--- src/rtl/kpn_pkg.sv ---
// Shared KPN token types and channel defaults.
// Imported by the FIFO channel, split_module and other process blocks.
package kpn_pkg;

    localparam int TOKEN_W = 16;
    localparam int KPN_FIFO_DEPTH = 4;

    typedef logic [TOKEN_W-1:0] token_t;

    typedef enum logic [1:0] {
        OCC_HOLD = 2'b00,
        OCC_DEC  = 2'b01,
        OCC_INC  = 2'b10,
        OCC_BOTH = 2'b11
    } occ_op_t;

endpackage

--- src/rtl/kpn_fifo_mem.sv ---
// Token storage for a KPN channel: one write port, one registered read port.
// Array contents are not reset; only the read register is.
module kpn_fifo_mem
    import kpn_pkg::*;
#(
    parameter int WIDTH  = TOKEN_W,
    parameter int DEPTH  = KPN_FIFO_DEPTH,
    parameter int ADDR_W = $clog2(DEPTH)
) (
    input  logic              clk,
    input  logic              rst_n,
    input  logic              wr_en,
    input  logic [ADDR_W-1:0] wr_addr,
    input  logic [WIDTH-1:0]  wr_data,
    input  logic              rd_en,
    input  logic [ADDR_W-1:0] rd_addr,
    output logic [WIDTH-1:0]  rd_data
);

    logic [WIDTH-1:0] mem [DEPTH];

    always_ff @(posedge clk) begin
        if (wr_en) begin
            mem[wr_addr] <= wr_data;
        end
    end

    // Same-slot read and write on a full channel returns the old token.
    always_ff @(posedge clk or negedge rst_n) begin
        if (!rst_n) begin
            rd_data <= '0;
        end else if (rd_en) begin
            rd_data <= mem[rd_addr];
        end
    end

endmodule

--- src/rtl/kpn_fifo_channel.sv ---
// Bounded KPN FIFO channel with Kahn blocking flags.
// Optional peak-occupancy tracking under KPN_FIFO_WATERMARK_EN.
module kpn_fifo_channel
    import kpn_pkg::*;
#(
    parameter int WIDTH  = TOKEN_W,
    parameter int DEPTH  = KPN_FIFO_DEPTH,
    parameter int ADDR_W = $clog2(DEPTH)
) (
    input  logic              clk,
    input  logic              rst_n,
    input  logic              wr,
    input  logic [WIDTH-1:0]  entry_1,
    output logic              full,
    input  logic              rd,
    output logic [WIDTH-1:0]  output_1,
    output logic              valid,
    output logic              empty,
    output logic [ADDR_W:0]   count
`ifdef KPN_FIFO_WATERMARK_EN
    ,
    output logic [ADDR_W:0]   high_water
`endif
);

    localparam logic [ADDR_W:0] FULL_CNT = (ADDR_W+1)'(DEPTH);

    logic [ADDR_W-1:0] wr_ptr;
    logic [ADDR_W-1:0] rd_ptr;
    logic [ADDR_W:0]   count_next;
    logic              rd_acc;
    logic              wr_acc;
    occ_op_t           occ_op;

    // A read frees a slot in the same cycle, so a full channel still accepts.
    assign rd_acc = rd && !empty;
    assign wr_acc = wr && (!full || rd_acc);
    assign occ_op = occ_op_t'({wr_acc, rd_acc});

    always_comb begin
        count_next = count;
        unique case (occ_op)
            OCC_INC:  count_next = count + 1'b1;
            OCC_DEC:  count_next = count - 1'b1;
            OCC_HOLD: count_next = count;
            OCC_BOTH: count_next = count;
            default:  count_next = count;
        endcase
    end

    kpn_fifo_mem #(
        .WIDTH  (WIDTH),
        .DEPTH  (DEPTH),
        .ADDR_W (ADDR_W)
    ) u_mem (
        .clk     (clk),
        .rst_n   (rst_n),
        .wr_en   (wr_acc),
        .wr_addr (wr_ptr),
        .wr_data (entry_1),
        .rd_en   (rd_acc),
        .rd_addr (rd_ptr),
        .rd_data (output_1)
    );

    always_ff @(posedge clk or negedge rst_n) begin
        if (!rst_n) begin
            wr_ptr <= '0;
            rd_ptr <= '0;
            count  <= '0;
            valid  <= 1'b0;
            empty  <= 1'b1;
            full   <= 1'b0;
        end else begin
            if (wr_acc) begin
                wr_ptr <= wr_ptr + 1'b1;
            end
            if (rd_acc) begin
                rd_ptr <= rd_ptr + 1'b1;
            end
            count <= count_next;
            valid <= rd_acc;
            empty <= (count_next == '0);
            full  <= (count_next == FULL_CNT);
        end
    end

`ifdef KPN_FIFO_WATERMARK_EN
    always_ff @(posedge clk or negedge rst_n) begin
        if (!rst_n) begin
            high_water <= '0;
        end else if (count_next > high_water) begin
            high_water <= count_next;
        end
    end
`endif

endmodule

--- config.mk ---
export PLATFORM = sky130hd
export DESIGN_NAME = kpn_fifo_channel
export DESIGN_NICKNAME = d
export VERILOG_FILES = /design/src/rtl/kpn_pkg.sv /design/src/rtl/kpn_fifo_mem.sv /design/src/rtl/kpn_fifo_channel.sv
export SDC_FILE = /design/constraint.sdc
export NUM_CORES = 1
export LEC_CHECK = 0
export CORE_MARGIN = 4
export CORE_UTILIZATION = 59
export CTS_CLUSTER_DIAMETER = 150
export DETAILED_ROUTE_END_ITERATION = 8
export GPL_TIMING_DRIVEN = 0
export PLACE_DENSITY = 0.95
export SLEW_MARGIN = 20
export SYNTH_ARGS = -nofsm -noshare
export SYNTH_HDL_FRONTEND = slang
export SYNTH_SLANG_ARGS = --single-unit
--- constraint.sdc ---
create_clock -name clk -period 3.61 [get_ports clk]
set_clock_uncertainty 0.1 [all_clocks]
set_input_delay 0.722 -clock clk [delete_from_list [all_inputs] [get_ports clk]]
set_output_delay 0.722 -clock clk [all_outputs]
set_load 0.01 [all_outputs]
==> metrics <==
Syn-to-layout area delta=20.1%; final setup fails=0; Post-CTS Setup Bufs=0; # fillers=345; die area=7340 sq um; status=completed; startpoint types=input pin; capture point of the worst path=full; Final Net Count=277; overall global routing resource usage=19.3%; # diodes=0; Final TNS setup=0 ns; DP Cell Count=315; Slew HR=41.7%; Total Power=0.00344 W; Avg Synthesized Cell Area=17.9 sq um; Worst R2R Setup Slack=1.22 ns; flops & latches, synth=90; Max-Cap Viols=0; area of the core=5890 sq um; critical setup path kind=in -> reg; maximum clock path buffer count=2; worst-path fanout max=10; CTS root buffer=clkbuf_8; Slew Viols, Final=0; Post-Syn Area=3560 sq um; post-route antenna net violation count=0; largest net degree at the start of global routing=27; TritonCTS clock tree=yes; worst flop-to-flop path endpoint=full; HP Class=in -> async; Placement Rows=28; r2r worst-path depth=9; first-pass GRT wire length=10300 um; dpl hpwl=4140 um; Pre-Repair DR Iteration Count=4; RSZ-0062 raised after global routing=false; WP data required=3.75 ns; Skew-Pair Late Insertion Delay=0.36 ns; via count=1870; Mapped Cells=199; Synth warnings=0; Post-synth ARST share=28.9%; Synth Flop Type=edfxtp_1; Starting DRT DRC Count=107; drt drc=0; Synth cell types=26; Port Buf Inserts=41; vias per inst=5.65; die height=85.7 um; Worst VDD drop=454 uV; crit path from=rd; DIE WIDTH=85.7 um; Tightest Pin Transition=0.875 ns; initial antenna violation count=0; crit path DAT=2.99 ns; TritonCTS Buffers=9; final setup margin=0.760 ns; Register Area=2570 sq um; htree depth=3; fmax=0.351 GHz; synth top area cells=edfxtp_1 (54%), dfrtp_1 (18%), mux2i_1 (9.0%), o221ai_2 (4.6%), nand2_1 (1.9%); non-filler instance count after layout=331; Post-synth top cells=edfxtp_1 (64), mux2i_1 (32), dfrtp_1 (25); RePlAce Congestion=0.723; top-count cell post-synth=edfxtp_1; hold_buf cts=0; number of synthesized flops with an enable pin=64; sequential share of the synthesized area=72.3%; share of cells above drive strength 1=17.2%; Avg WL per Cell=19.8 um; number of gates resized after cts=0; P_leak=1.63 nW; leading area contributor after synthesis=edfxtp_1; Routed WL=6560 um; Final Critical Period=2.85 ns; total congestion overflow=0; CP endpoint kind=flip-flop; Initial Util=60.5%; clk slew on worst S/H paths=0.09 ns; worst r2r src=empty; Yosys top cell area share=54.0%; pwr dens=803 nW/um^2; final instance area=4280 sq um; io pins=42; number of global-route vias before repair=2047; clk sinks=90; area of the multi-input gates=880 sq um; syn_nets=225; pre-CTS setup slack=0.412 ns; crit share post-route=78.9%; Fin. Hold Viols=0; placed instance area=4060 sq um
## report_power, final
group | switching, W | total (W) | internal (W)
Sequential | 0.000131 | 0.00153 | 0.00140
Clock | 0.000341 | 0.000734 | 0.000394
Combinational | 0.000599 | 0.00117 | 0.000569
Total | 0.00107 | 0.00344 | 0.00237
## worst min-delay path by stage
stage,end,slack [ns],start,cells past startpoint
after global placement,u_mem.rd_data[7],0.37,u_mem.rd_data[7],2
after global routing,u_mem.rd_data[3],0.32,rst_n,1
after floorplan,count[0],0.33,rst_n,0
final,u_mem.rd_data[1],0.28,rst_n,1
after CTS,rd_ptr[0],0.30,rst_n,1
after detailed placement,u_mem.rd_data[3],0.38,u_mem.rd_data[3],2
## through the flow
stage	util [%]	hold slack (ns)
floorplan	-	0.326
finish	72.7	0.279
global route	72.7	0.316
global placement	69.1	0.370
CTS	72.7	0.296
detailed placement	69.0	0.376
## layout make-up
| cell class | count | area share (%) |
|---|---|---|
| buffer | 9 | 1.90 |
| clock buffer | 10 | 2.98 |
| clock inverter | 6 | 2.11 |
| inverter | 6 | 0.643 |
| multi-input combinational | 94 | 20.6 |
| sequential | 90 | 60.1 |
| tap | 75 | 2.19 |
| timing repair buffer | 41 | 9.47 |
## sequential cells by signal (all words and copies together) (netlist names)
signal,flops
rd_ptr,2
u_mem.mem,64
u_mem.rd_data,16
empty,1
valid,1
wr_ptr,2
full,1
count,3
## cell usage in the layout, fill, tap and decap left out, types with 2 or more instances in the layout
cell             count
bufinv_16            2
buf_2                3
buf_6                3
dfrtp_1             25
inv_1                5
o221ai_1             5
buf_4                3
inv_6                2
clkbuf_8             9
mux2_2               2
o221ai_2            11
and2_1               4
nand2b_4             2
edfxtp_1            64
xnor2_1              7
mux2i_1             32
ha_1                 5
clkdlybuf4s50_1     40
nand2_1             18
## cells by family (layout without fill, tap and decap cells)
family	Yosys count	in the layout	share of synthesized area, %
compound gates	19	19	6.88
xor+xnor	7	7	1.72
fa+ha+maj	6	6	2.32
buf+inv	15	72	3.06
flops	90	90	72.3
mux	34	34	9.62
simple gates	28	28	4.14
## layer usage
| layer | wire, um | GRT usage, % |
|---|---|---|
| met5 | 0 | 0 |
| met3 | 337 | 3.65 |
| met2 | 3420 | 32.8 |
| met4 | 145 | 10.5 |
| met1 | 2660 | 23.3 |
## critical path: stages
cell             delay (ns)
clkdlybuf4s50_1        0.53
nand2b_4               0.07
buf_6                  0.15
a21boi_4               0.24
inv_1                  0.07
ha_1                   0.23
fa_1                   0.39
xnor2_1                0.23
xnor2_1                0.12
o41ai_1                0.24
Power figures use the tool's default switching activity.
